**src/rtl/spram_lsu.sv**
```systemverilog
// Load/store initiator for the single-port data RAM: one RV32 access at a time,
// sub-word loads extracted from a word read, unaligned sub-word stores done as read-modify-write.
module spram_lsu #(
    parameter int ADDR_WIDTH = 16,
    parameter int DATA_WIDTH = 32
) (
    input  logic                  clk,
    input  logic                  rstn,
    input  logic                  req_valid,
    output logic                  req_ready,
    input  logic                  req_we,
    input  logic [31:0]           req_addr,
    input  logic [2:0]            req_funct3,
    input  logic [31:0]           req_wdata,
    output logic                  rsp_valid,
    output logic [31:0]           rsp_rdata,
    output logic                  rsp_err,
    output logic [ADDR_WIDTH-1:0] mem_address,
    output logic                  mem_rden,
    output logic                  mem_wren,
    output logic [DATA_WIDTH-1:0] mem_data,
    output logic [2:0]            mem_rwtyp,
    input  logic [DATA_WIDTH-1:0] mem_q
);

    localparam int AW = ADDR_WIDTH + 2;

    typedef enum logic [2:0] {IDLE, RD, LDATA, MERGE, WR} state_t;

    state_t          state;
    state_t          state_next;
    logic            we_r;
    logic [AW-1:0]   addr_r;
    logic [2:0]      funct3_r;
    logic [31:0]     wdata_r;
    logic [31:0]     merged_r;
    logic            accept;
    logic            req_error;
    logic            req_direct;
    logic            wr_direct;
    logic [31:0]     lane_shifted;
    logic [31:0]     load_val;
    logic [31:0]     merge_val;

    assign accept      = req_valid && (state == IDLE);
    assign mem_address = addr_r[AW-1:2];

    // A word store, or a sub-word store landing on byte 0, fits the RAM's low-lane write directly.
    assign req_direct = (req_funct3[1:0] == 2'b10) || (req_addr[1:0] == 2'b00);
    assign wr_direct  = (funct3_r[1:0] == 2'b10) || (addr_r[1:0] == 2'b00);

    always_comb begin
        req_error = 1'b0;
        if (req_we) begin
            if (req_funct3[2] || (req_funct3[1:0] == 2'b11))
                req_error = 1'b1;
        end else begin
            if ((req_funct3 == 3'b011) || (req_funct3[2:1] == 2'b11))
                req_error = 1'b1;
        end
        if ((req_funct3[1:0] == 2'b01) && req_addr[0])
            req_error = 1'b1;
        if ((req_funct3[1:0] == 2'b10) && (req_addr[1:0] != 2'b00))
            req_error = 1'b1;
        if ((req_addr >> AW) != 32'd0)
            req_error = 1'b1;
    end

    always_comb begin
        lane_shifted = mem_q >> {addr_r[1:0], 3'b000};
        case (funct3_r[1:0])
            2'b00:   load_val = funct3_r[2] ? {24'd0, lane_shifted[7:0]}
                                            : {{24{lane_shifted[7]}}, lane_shifted[7:0]};
            2'b01:   load_val = funct3_r[2] ? {16'd0, lane_shifted[15:0]}
                                            : {{16{lane_shifted[15]}}, lane_shifted[15:0]};
            default: load_val = mem_q;
        endcase
    end

    always_comb begin
        merge_val = mem_q;
        if (funct3_r[0])
            merge_val[{addr_r[1], 4'b0000} +: 16] = wdata_r[15:0];
        else
            merge_val[{addr_r[1:0], 3'b000} +: 8] = wdata_r[7:0];
    end

    always_ff @(posedge clk or negedge rstn) begin
        if (!rstn)
            state <= IDLE;
        else
            state <= state_next;
    end

    always_comb begin
        state_next = state;
        req_ready  = 1'b0;
        mem_rden   = 1'b0;
        mem_wren   = 1'b0;
        mem_data   = '0;
        mem_rwtyp  = 3'b000;
        case (state)
            IDLE: begin
                req_ready = 1'b1;
                if (accept && !req_error) begin
                    if (req_we && req_direct)
                        state_next = WR;
                    else
                        state_next = RD;
                end
            end
            RD: begin
                mem_rden   = 1'b1;
                mem_rwtyp  = 3'b010;
                state_next = we_r ? MERGE : LDATA;
            end
            LDATA:   state_next = IDLE;
            MERGE:   state_next = WR;
            WR: begin
                mem_wren   = 1'b1;
                state_next = IDLE;
                if (wr_direct) begin
                    mem_data  = wdata_r;
                    mem_rwtyp = {1'b0, funct3_r[1:0]};
                end else begin
                    mem_data  = merged_r;
                    mem_rwtyp = 3'b010;
                end
            end
            default: state_next = IDLE;
        endcase
    end

    // Request registers, merged word and the registered response; rsp_rdata/rsp_err hold between pulses.
    always_ff @(posedge clk or negedge rstn) begin
        if (!rstn) begin
            we_r      <= 1'b0;
            addr_r    <= '0;
            funct3_r  <= 3'b000;
            wdata_r   <= 32'd0;
            merged_r  <= 32'd0;
            rsp_valid <= 1'b0;
            rsp_rdata <= 32'd0;
            rsp_err   <= 1'b0;
        end else begin
            rsp_valid <= 1'b0;
            if (accept) begin
                we_r     <= req_we;
                addr_r   <= req_addr[AW-1:0];
                funct3_r <= req_funct3;
                wdata_r  <= req_wdata;
                if (req_error) begin
                    rsp_valid <= 1'b1;
                    rsp_err   <= 1'b1;
                    rsp_rdata <= 32'd0;
                end
            end
            if (state == LDATA) begin
                rsp_valid <= 1'b1;
                rsp_err   <= 1'b0;
                rsp_rdata <= load_val;
            end
            if (state == MERGE)
                merged_r <= merge_val;
            if (state == WR) begin
                rsp_valid <= 1'b1;
                rsp_err   <= 1'b0;
                rsp_rdata <= 32'd0;
            end
        end
    end

endmodule

```
**config.mk**
```make
export PLATFORM = sky130hd
export DESIGN_NAME = spram_lsu
export DESIGN_NICKNAME = d
export VERILOG_FILES = /design/src/rtl/spram_lsu.sv
export SDC_FILE = /design/constraint.sdc
export NUM_CORES = 1
export LEC_CHECK = 0
export CORE_MARGIN = 10
export CORE_UTILIZATION = 49
export DETAILED_ROUTE_END_ITERATION = 16
export PLACE_DENSITY_LB_ADDON = 0.1
export SLEW_MARGIN = 20
export SYNTH_ARGS = -nofsm -noshare
export SYNTH_HDL_FRONTEND = slang
export SYNTH_SLANG_ARGS = --single-unit
```
**constraint.sdc**
```tcl
create_clock -name clk -period 3.1 [get_ports clk]
set_input_delay 0.775 -clock clk [delete_from_list [all_inputs] [get_ports clk]]
set_output_delay 0.775 -clock clk [all_outputs]
set_load 0.01 [all_outputs]
```
==> metrics.yaml, run 1 <==
run_status:
  outcome: "completed"
timing:
  worstMarginPinSlew_ns: 0.754
  rsz0062_at_grt: "false"
  relSlewSlack_pct: 49.7
  finalCriticalPeriod_ns: 2.96
  fmax_mhz: 338
  setup_viol: 0
  fin_skew_ns: 0.00455
  slew_viol_final: 0
  setup_tns_ns: 0
  period_share_pct: 95.5
  finalHoldViolations: 0
power_and_ir_drop:
  p_sw_share_pct: 26.6
  combPwrFrac_pct: 17.5
  peakVddDrop_uv: 391
  power_density_mw_per_mm2: 483
  p_int_mw: 3.46
  seqPwrFrac_pct: 37.4
  netSwitchingPower_mw: 1.25
  power_leakage_nw: 4.80
  p_clk_share_pct: 45.1
routing:
  drc: 0
  drt_iter0_markers: 599
  ant_nets: 0
  wirelength_mm: 23.7
  via_per_inst: 5.96
  drt_first_pass_iters: 5
  route.vias.total: 6339
  wl_per_cell_um: 22.3
floorplanning:
  start_util_pct: 50.3
  core_area_mm2: 0.0140
  fp.dieW_um: 140
  ios: 191
  row_count: 43
  die_y_um: 140
  die_area_mm2: 0.0195
synthesis:
  ys_seq_elements: 123
  yosysSeqAreaShare_pct: 43.8
  syn_inst: 712
  synth_cell_types: 56
  yosysWarnings: 0
  mappedNetlistArea_mm2: 0.00703
  synth-edff-count: 0
  async_reset_ff_share_pct: 100
  syn_nets: 820
  avgSynthCellArea_um2: 9.88
  synth_ff_type: "dfrtp_1"
cts:
  cts_root_buffer: "clkbuf_16"
  tritoncts: "done"
  clock_latency_ns: 0.41
  cts_made_buffers: 17
  cts_max_path_buffers: 2
  ctsHtreeMaxLevel: 4
  clk_pin_slew_ns: 0.06
  cts.sinks: 123
  cts-hold-fix-buffers: 0
cells_and_area:
  drive_above_1_share_pct: 14.5
  final_area_mm2: 0.00976
  diodes: 0
  layout_common_cells: "clkdlybuf4s50_1, nand2_1, dfrtp_1, mux2_2, mux2i_1"
  final_common_cell: "clkdlybuf4s50_1"
  area_delta_synth_final_pct: 38.8
  nets: 978
global_routing:
  grt_first_pass_wirelength_mm: 37.0
  antenna_found_initial: 0
  gr-total-overflow: 0
  grt_max_degree: 69
  grt_pass1_vias: 6562
  grt_usage_pct: 23.4
critical_path:
  crit_path_max_fanout: 68
  worstSetupStartpoint: "funct3_r[0]$_DFFE_PN0P_"
  crit_type: "reg -> out"
  critPathArrivalTime_ns: 2.18
  critPathLaunchType: "register"
  reg2reg_from: "addr_r[1]$_DFFE_PN0P_"
  required_ns: 2.32
  critPathCaptureType: "output port"
placed_design:
  portBuffers: 189
  hpwl_mm: 16.8
  dpl-instance-area_mm2: 0.00895
  globalplace.congestion: 0.877
flow_run:
  cap_violations: 0
min_path:
  hold_class: "in -> async"
==> layout make-up <==
cell class | count | area (um2)
clock inverters | 13 | 191
multi-input cells | 504 | 3550
inverters | 10 | 37.5
clock buffers | 19 | 443
well taps | 180 | 225
repair buffers | 214 | 2240
flip-flops and latches | 123 | 3080
fillers | 1068 | 4230
==> worst max-delay path: stages (launching register included) <==
cell             delay (ns)
dfrtp_2                0.35
buf_4                  0.54
and3_1                 0.27
clkdlybuf4s50_1        0.59
==> routing by layer <==
metal  GRT usage (%)  vias to the layer above  share of wire (%)
li1                -                     2923                  -
met1            27.8                     3099                 40
met2            39.7                      277                 51
met3            6.12                       40                6.6
met4            8.42                        0                2.4
met5               0                        -                  0
==> cell usage after synthesis, types with 7 or more instances <==
library cell,count,area (um2)
inv_1,7,26.3
mux2i_1,38,380
dfrtp_1,123,3080
and3_1,14,87.6
o211ai_1,22,165
a21oi_1,34,170
nand2_1,132,495
buf_4,19,143
o21ai_1,8,40.0
and2_1,10,62.6
a221o_1,7,70.1
a221oi_1,32,280
clkbuf_1,32,120
o22ai_1,8,50.1
o21ai_0,7,35.0
o31ai_1,9,67.6
a31oi_1,7,43.8
a211oi_1,34,255
mux2_2,51,574
nor2_1,10,37.5
nand3b_1,8,60.1
buf_2,17,85.1
a21o_1,26,195
==> power groups by stage <==
stage | sequential (mW) | clock (mW) | combinational (mW)
2_1_floorplan | 1.75 | 0 | 0.452
3_3_place_gp | 1.78 | 0 | 0.746
3_5_place_dp | 1.79 | 0 | 0.771
4_1_cts | 1.76 | 2.14 | 0.802
5_1_grt | 1.77 | 2.21 | 0.885
6_report | 1.76 | 2.12 | 0.826
==> sequential cells by signal, indices dropped and copies added (netlist names) <==
signal     count
addr_r        18
funct3_r       3
merged_r      32
rsp_err        1
rsp_rdata     32
rsp_valid      1
state          3
wdata_r       32
we_r           1
==> logic make-up after synthesis <==
kind of cell | synth area share, %
DFF | 43.8
other | 0.0533
muxes | 14.3
adders and majority gates | 0.889
buffers and inverters | 6.28
AOI/OAI and AO/OA | 21.0
and+or+nand+nor | 13.7
==> timing repair <==
item,4_1_cts,5_1_grt
setup endpoints to repair,32,32
buffers inserted,0,2
endpoints found under the hold margin,0,0
gates cloned,1,1
gates resized for setup,4,33
==> worst paths after layout <==
path                       cells past startpoint  slack, ns                  endpoint
hold / removal                                 1       0.25     addr_r[5]$_DFFE_PN0P_
setup reg to reg                               7       0.74  merged_r[25]$_DFFE_PN0N_
hold reg to reg                                1       0.48  merged_r[27]$_DFFE_PN0N_
min in group clk                               1       0.48  merged_r[27]$_DFFE_PN0N_
max in group asynchronous                      2       2.15     addr_r[1]$_DFFE_PN0P_
setup / recovery                               3       0.14              mem_rwtyp[0]
==> stage by stage <==
step           util [%]  total power, mW  worst slack (ns)  std cells  hold WS [ns]
6_report           69.8             4.71             0.140       1063         0.245
5_1_grt            69.8             4.87            0.0736       1063         0.248
4_1_cts            68.9             4.70            0.0230       1060         0.245
3_5_place_dp       64.0             2.56             0.325       1027         0.466
3_3_place_gp       64.0             2.53             0.373       1027         0.461
2_1_floorplan         -             2.20             0.254        712         0.448
Note: power is estimated with default switching activity, not from simulation.
==> inputs of run 2 (changes only) <==
Settings changed: CORE_MARGIN 10 to 2, CORE_UTILIZATION 49 to 53.
Clock period 3.1 ns to 3.79 ns, I/O delays scaled along.
==> run 2 against run 1 <==
  * Sequential share of layout area rose by 0.87 points
  * Worst hold slack better by 0.23 ns
  * Design area down 2.7%
  * Die area is 27% lower
  * Cell count shrank 1.1%
  * Utilization grew 2.8 points
  * Register-to-register slack improved by 0.48 ns
  * Critical path depth rose by 2
  * Worst setup slack improved by 0.0063 ns
  * Highest routed layer unchanged
  * Routed wire length decreased by 12%
==> metrics.yaml, run 2 (same netlist as run 1, synthesis figures left out) <==
run_status:
  outcome: "completed"
critical_path:
  required_ns: 2.84  # +0.52 ns
  crit_type: "reg -> out"
  crit_path_max_fanout: 33  # -51%
  critPathLaunchType: "register"
  r2r_cells: 7  # unchanged
  critPathArrivalTime_ns: 2.70  # +0.52 ns
  critPathCaptureType: "output port"
min_path:
  hold_class: "reg -> reg"
  hold_depth: 1
global_routing:
  grt_max_degree: 74  # +7.2%
  gr-total-overflow: 0  # unchanged
  grt_first_pass_wirelength_mm: 33.3  # -10%
  antenna_found_initial: 0  # unchanged
  grt_pass1_vias: 6299  # -4.0%
  grt_usage_pct: 30.0  # +6.6 points
floorplanning:
  fp.dieW_um: 119  # -15%
  ios: 191  # unchanged
  start_util_pct: 53.8  # +3.5 points
  die_y_um: 119  # -15%
  core_area_mm2: 0.0131  # -6.5%
  die_area_mm2: 0.0142  # -27%
  row_count: 42  # -2.3%
timing:
  worstMarginPinSlew_ns: 0.772  # +0.0178 ns
  rsz0062_at_grt: "false"
  period_share_pct: 96.1
  setup_viol: 0  # unchanged
  relSlewSlack_pct: 48.5  # -1.2 points
  slew_viol_final: 0  # unchanged
  setup_tns_ns: 0  # unchanged
  fmax_mhz: 274
  whs_ns: 0.475  # +0.230 ns
  finalCriticalPeriod_ns: 3.64
  fin_skew_ns: 0.00602  # +0.00147 ns
  finalHoldViolations: 0  # unchanged
  layout_setup_ws_ns: 0.147  # +0.00631 ns
cells_and_area:
  layout_common_cells: "clkdlybuf4s50_1, nand2_1, dfrtp_1, mux2_2, mux2i_1"
  diodes: 0  # unchanged
  drive_above_1_share_pct: 13.0  # -1.5 points
  reg_top3: "merged_r: 32 flops, rsp_rdata: 32 flops, wdata_r: 32 flops"
  final_area_mm2: 0.00950  # -2.7%
  area_delta_synth_final_pct: 35.0
  nets: 970  # -0.82%
  final_common_cell: "clkdlybuf4s50_1"
cts:
  cts_made_buffers: 17  # unchanged
  tritoncts: "done"
  clk_pin_slew_ns: 0.05  # about the same
  cts.sinks: 123  # unchanged
  clock_latency_ns: 0.41  # about the same
  cts-hold-fix-buffers: 0  # unchanged
  ctsHtreeMaxLevel: 4  # unchanged
  cts_resized: 0  # -4
  cts_max_path_buffers: 2  # unchanged
  cts_setup_buffers: 0  # unchanged
  cts_root_buffer: "clkbuf_16"
routing:
  drt_iter0_markers: 519  # -13%
  via_per_inst: 6.06  # +1.6%
  wl_per_cell_um: 19.9  # -11%
  route.vias.total: 6368  # +0.46%
  wirelength_mm: 20.9  # -12%
  ant_nets: 0  # unchanged
  drt_first_pass_iters: 5  # unchanged
  drc: 0  # unchanged
placed_design:
  hpwl_mm: 14.7  # -13%
  dpl-instance-area_mm2: 0.00890  # -0.53%
  portBuffers: 189  # unchanged
  globalplace.congestion: 0.942  # +7.4%
  dp_slack_ns: 0.597  # +0.272 ns
power_and_ir_drop:
  peakVddDrop_uv: 295  # -25%
  power_density_mw_per_mm2: 390  # -19%
  power_mw: 3.70  # -21%
  power_leakage_nw: 4.14  # -14%
flow_run:
  cap_violations: 0  # unchanged
[run 2: cell types whose count changed in the layout (fill, tap and decap cells not counted), sizes merged]
| cell | before | now |
|---|---|---|
| clkinvlp | 6 | 0 |
| bufinv | 4 | 3 |
| dlymetal6s2s | 32 | 0 |
| bufbuf | 1 | 0 |
| inv | 9 | 7 |
| buf | 24 | 18 |
| clkdlybuf4s50 | 156 | 188 |
| clkinv | 4 | 8 |
| clkbuf | 20 | 24 |
[run 2: per-stage QoR]
stage | std cells | utilization, %
2_1_floorplan | 712 | -
3_3_place_gp | 1019 | 68.0
3_5_place_dp | 1019 | 68.0
4_1_cts | 1051 | 72.6
5_1_grt | 1051 | 72.6
6_report | 1051 | 72.6
[run 2: where the power goes]
| group | internal, mW | switching (mW) | total [mW] |
|---|---|---|---|
| registers | 1.37 | 0.0683 | 1.44 |
| logic | 0.304 | 0.319 | 0.624 |
| clock network | 1.08 | 0.560 | 1.64 |
| total | 2.76 | 0.948 | 3.70 |
[run 2: layout make-up]
class,count,area (um2)
inverters,10,37.5
clock buffers,24,482
clock inverters,8,115
well taps,176,220
repair buffers,206,2040
flip-flops and latches,123,3080
fillers,983,3590
multi-input cells,504,3520
[run 2: layer usage]
metal	up-vias	track usage (%)	wire length, um
li1	2910	-	-
met1	3137	39.1	8430
met2	266	48.2	10300
met3	55	6.23	1390
met4	0	13.5	739
met5	-	0	0
[run 2: final timing paths]
kind                            slack, ns                       end                      from
worst min register to register       0.48  merged_r[15]$_DFFE_PN0N_  merged_r[15]$_DFFE_PN0N_
max in group asynchronous            2.37  rsp_rdata[7]$_DFFE_PN0P_                      rstn
min in group asynchronous            0.57     addr_r[4]$_DFFE_PN0P_                      rstn
worst max register to register       1.22       rsp_valid$_DFF_PN0_      state[0]$_DFFE_PN0P_
worst min-delay path                 0.48  merged_r[15]$_DFFE_PN0N_  merged_r[15]$_DFFE_PN0N_
worst max-delay path                 0.15              mem_rwtyp[0]      state[0]$_DFFE_PN0P_
[run 2: critical path: stages (launching register included)]
cell,delay (ns)
dfrtp_1,0.49
nor2_1,0.21
nand2_2,0.43
inv_1,0.37
and3_1,0.20
clkdlybuf4s50_1,0.56
==> inputs of run 3 (changes only) <==
Settings changed: CAP_MARGIN set to 5, SETUP_SLACK_MARGIN set to 0.5.
==> run 3 against run 2 <==
  * Critical path depth grew 2
  * Critical endpoint is now mem_data[30]
  * First-iteration DRC count shrank 4.2%
  * Cell count grew 0.38%
  * Utilization grew 0.74 points
  * Via count grew 1.4%
  * Critical path type unchanged
  * Design area grew 1.0%
  * Combinational power grew 3.4%
  * Clock power is essentially flat
  * Sequential share of layout area shrank 0.30 points
  * Highest routed layer unchanged
  * Clock-buffer cell count is the same
  * Worst setup slack gained 0.36 ns
==> metrics.yaml, run 3 (same netlist as run 1, synthesis figures left out) <==
run_status:
  outcome: "completed"
routing:
  route.vias.total: 6455  # +1.4%
  drt_iter0_markers: 497  # -4.2%
  drc: 0  # unchanged
  via_per_inst: 6.12  # +0.98%
  drt_first_pass_iters: 5  # unchanged
  wirelength_mm: 21.6  # +3.4%
  wl_per_cell_um: 20.5  # +3.0%
  ant_nets: 0  # unchanged
power_and_ir_drop:
  peakVddDrop_uv: 296  # +0.37%
  power_mw: 3.73  # +0.59%
  p_sw_share_pct: 25.7  # +0.093 points
  combPwrFrac_pct: 17.3  # +0.5 points
  seqPwrFrac_pct: 38.7  # -0.2 points
  p_int_mw: 2.77  # +0.46%
  power_density_mw_per_mm2: 388  # -0.42%
  netSwitchingPower_mw: 0.957  # +0.95%
  power_leakage_nw: 4.22  # +1.9%
  p_clk_share_pct: 44.0  # -0.3 points
cts:
  cts_max_path_buffers: 2  # unchanged
  ctsHtreeMaxLevel: 4  # unchanged
  clock_latency_ns: 0.42  # about the same
  cts-hold-fix-buffers: 0  # unchanged
  tritoncts: "done"
  clk_pin_slew_ns: 0.05  # about the same
  cts.sinks: 123  # unchanged
  cts_made_buffers: 17  # unchanged
  cts_root_buffer: "clkbuf_16"
global_routing:
  grt_max_degree: 74  # unchanged
  grt_first_pass_wirelength_mm: 33.8  # +1.6%
  antenna_found_initial: 0  # unchanged
  gr-total-overflow: 0  # unchanged
  grt_pass1_vias: 6354  # +0.87%
  grt_usage_pct: 30.6  # +0.59 points
critical_path:
  crit_slowest_cell: "clkdlybuf4s50_1"
  rrSetupSlack_ns: 1.41  # +0.19 ns
  critPathCaptureType: "output port"
  required_ns: 2.84  # about the same
  critPathLaunchType: "register"
  rr_endpoint: "merged_r[26]$_DFFE_PN0N_"
  crit_path_max_fanout: 10  # -70%
  reg2reg_from: "addr_r[1]$_DFFE_PN0P_"
  max_stage_delay_ns: 0.57  # about the same
  r2r_cells: 7  # unchanged
  critPathArrivalTime_ns: 2.34  # -0.36 ns
  crit_type: "reg -> out"
  crit_chain: "clkinv_1 -> ha_4 -> a21oi_4 -> clkbuf_4 -> nand2_1 -> a21oi_1 -> clkdlybuf4s50_1"
floorplanning:
  core_area_mm2: 0.0131  # unchanged
  die_y_um: 119  # unchanged
  row_count: 42  # unchanged
  die_area_mm2: 0.0142  # unchanged
  fp.dieW_um: 119  # unchanged
  start_util_pct: 53.8  # unchanged
  ios: 191  # unchanged
flow_run:
  cap_violations: 0  # unchanged
placed_design:
  globalplace.congestion: 0.942  # unchanged
  portBuffers: 189  # unchanged
  hpwl_mm: 14.7  # unchanged
cells_and_area:
  layout_common_cells: "clkdlybuf4s50_1, nand2_1, dfrtp_1, mux2_2, mux2i_1"
  postLayoutCoreUtil_pct: 73.3  # +0.74 points
  final_common_cell: "clkdlybuf4s50_1"
  area_delta_synth_final_pct: 36.4
  reg_top3: "merged_r: 32 flops, rsp_rdata: 32 flops, wdata_r: 32 flops"
  diodes: 0  # unchanged
  drive_above_1_share_pct: 14.2  # +1.2 points
  nets: 974  # +0.41%
timing:
  fin_skew_ns: 0.00731  # +0.00129 ns
  rsz0062_at_grt: "true"
  setup_tns_ns: 0  # unchanged
  setup_viol: 0  # unchanged
  finalHoldViolations: 0  # unchanged
  relSlewSlack_pct: 48.6  # about the same
  worstMarginPinSlew_ns: 0.772  # -0.000464 ns
  period_share_pct: 86.7  # -9.4 points
  finalCriticalPeriod_ns: 3.29  # -0.357 ns
  slew_viol_final: 0  # unchanged
  fmax_mhz: 304  # +11%
min_path:
  hold_class: "reg -> reg"
  hold_end: "merged_r[15]$_DFFE_PN0N_"
  hold_depth: 1  # unchanged
  hp-start: "merged_r[15]$_DFFE_PN0N_"
run 3: changes by cell type in the layout (fill, tap and decap cells not counted), moves of 2 or more:
| cell | delta |
|---|---|
| dfrtp_1 | -2 |
| dfrtp_2 | +2 |
| clkdlybuf4s50_1 | -3 |
| dlymetal6s2s_1 | +3 |
run 3: how the worst max path moves through the flow:
stage	start	end	slack (ns)	cells after the start
2_1_floorplan	addr_r[1]$_DFFE_PN0P_	mem_data[10]	0.77	8
3_3_place_gp	state[0]$_DFFE_PN0P_	mem_rwtyp[0]	0.67	5
3_5_place_dp	state[0]$_DFFE_PN0P_	mem_rwtyp[0]	0.60	5
4_1_cts	addr_r[0]$_DFFE_PN0P_	mem_data[20]	0.49	7
5_1_grt	addr_r[1]$_DFFE_PN0P_	mem_data[20]	0.45	7
6_report	addr_r[1]$_DFFE_PN0P_	mem_data[30]	0.50	7
run 3: layout make-up:
cell class	instances	area, um2
tap	176	220
sequential	123	3080
clock buffer	24	482
multi-input combinational	505	3560
timing repair buffer	209	2090
fill	972	3490
clock inverter	8	115
inverter	10	38.8
run 3: routing by layer:
| layer | wire length (um) | share of wire, % | GRT usage [%] |
|---|---|---|---|
| met5 | 0 | 0 | 0 |
| met4 | 724 | 3.4 | 13.9 |
| met3 | 1620 | 7.5 | 6.94 |
| met2 | 10600 | 49 | 49.0 |
| met1 | 8630 | 40 | 39.7 |
run 3: power groups by stage:
| stage | Clock [mW] | Sequential, mW | Combinational [mW] |
|---|---|---|---|
| floorplan | 0 | 1.43 | 0.370 |
| global placement | 0 | 1.46 | 0.602 |
| detailed placement | 0 | 1.46 | 0.619 |
| CTS | 1.66 | 1.44 | 0.627 |
| global route | 1.72 | 1.45 | 0.694 |
| finish | 1.64 | 1.44 | 0.645 |
run 3: repair_timing:
| item | 4_1_cts | 5_1_grt |
|---|---|---|
| setup endpoints to repair | 35 | 30 |
| pin swaps | 1 | 1 |
| resized for setup | 11 | 6 |
| gates cloned | 1 | 1 |
| buffers inserted | 0 | 2 |
run 3: per-stage QoR:
| stage | cell area [um2] | hold slack (ns) | instances | setup WS, ns |
|---|---|---|---|---|
| detailed placement | 8900 | 0.465 | 1019 | 0.597 |
| finish | 9590 | 0.475 | 1055 | 0.504 |
| global route | 9590 | 0.488 | 1055 | 0.454 |
| global placement | 8900 | 0.458 | 1019 | 0.666 |
| CTS | 9540 | 0.477 | 1052 | 0.494 |
| floorplan | 7030 | 0.448 | 712 | 0.772 |
run 3: worst max-delay path: cells and delay by family, from the launching register on:
kind / cells / cell delay [ns]
fa+ha+maj: 1 / 0.22
flops: 1 / 0.36
buf+inv: 3 / 0.94
simple gates: 1 / 0.08
compound gates: 2 / 0.32
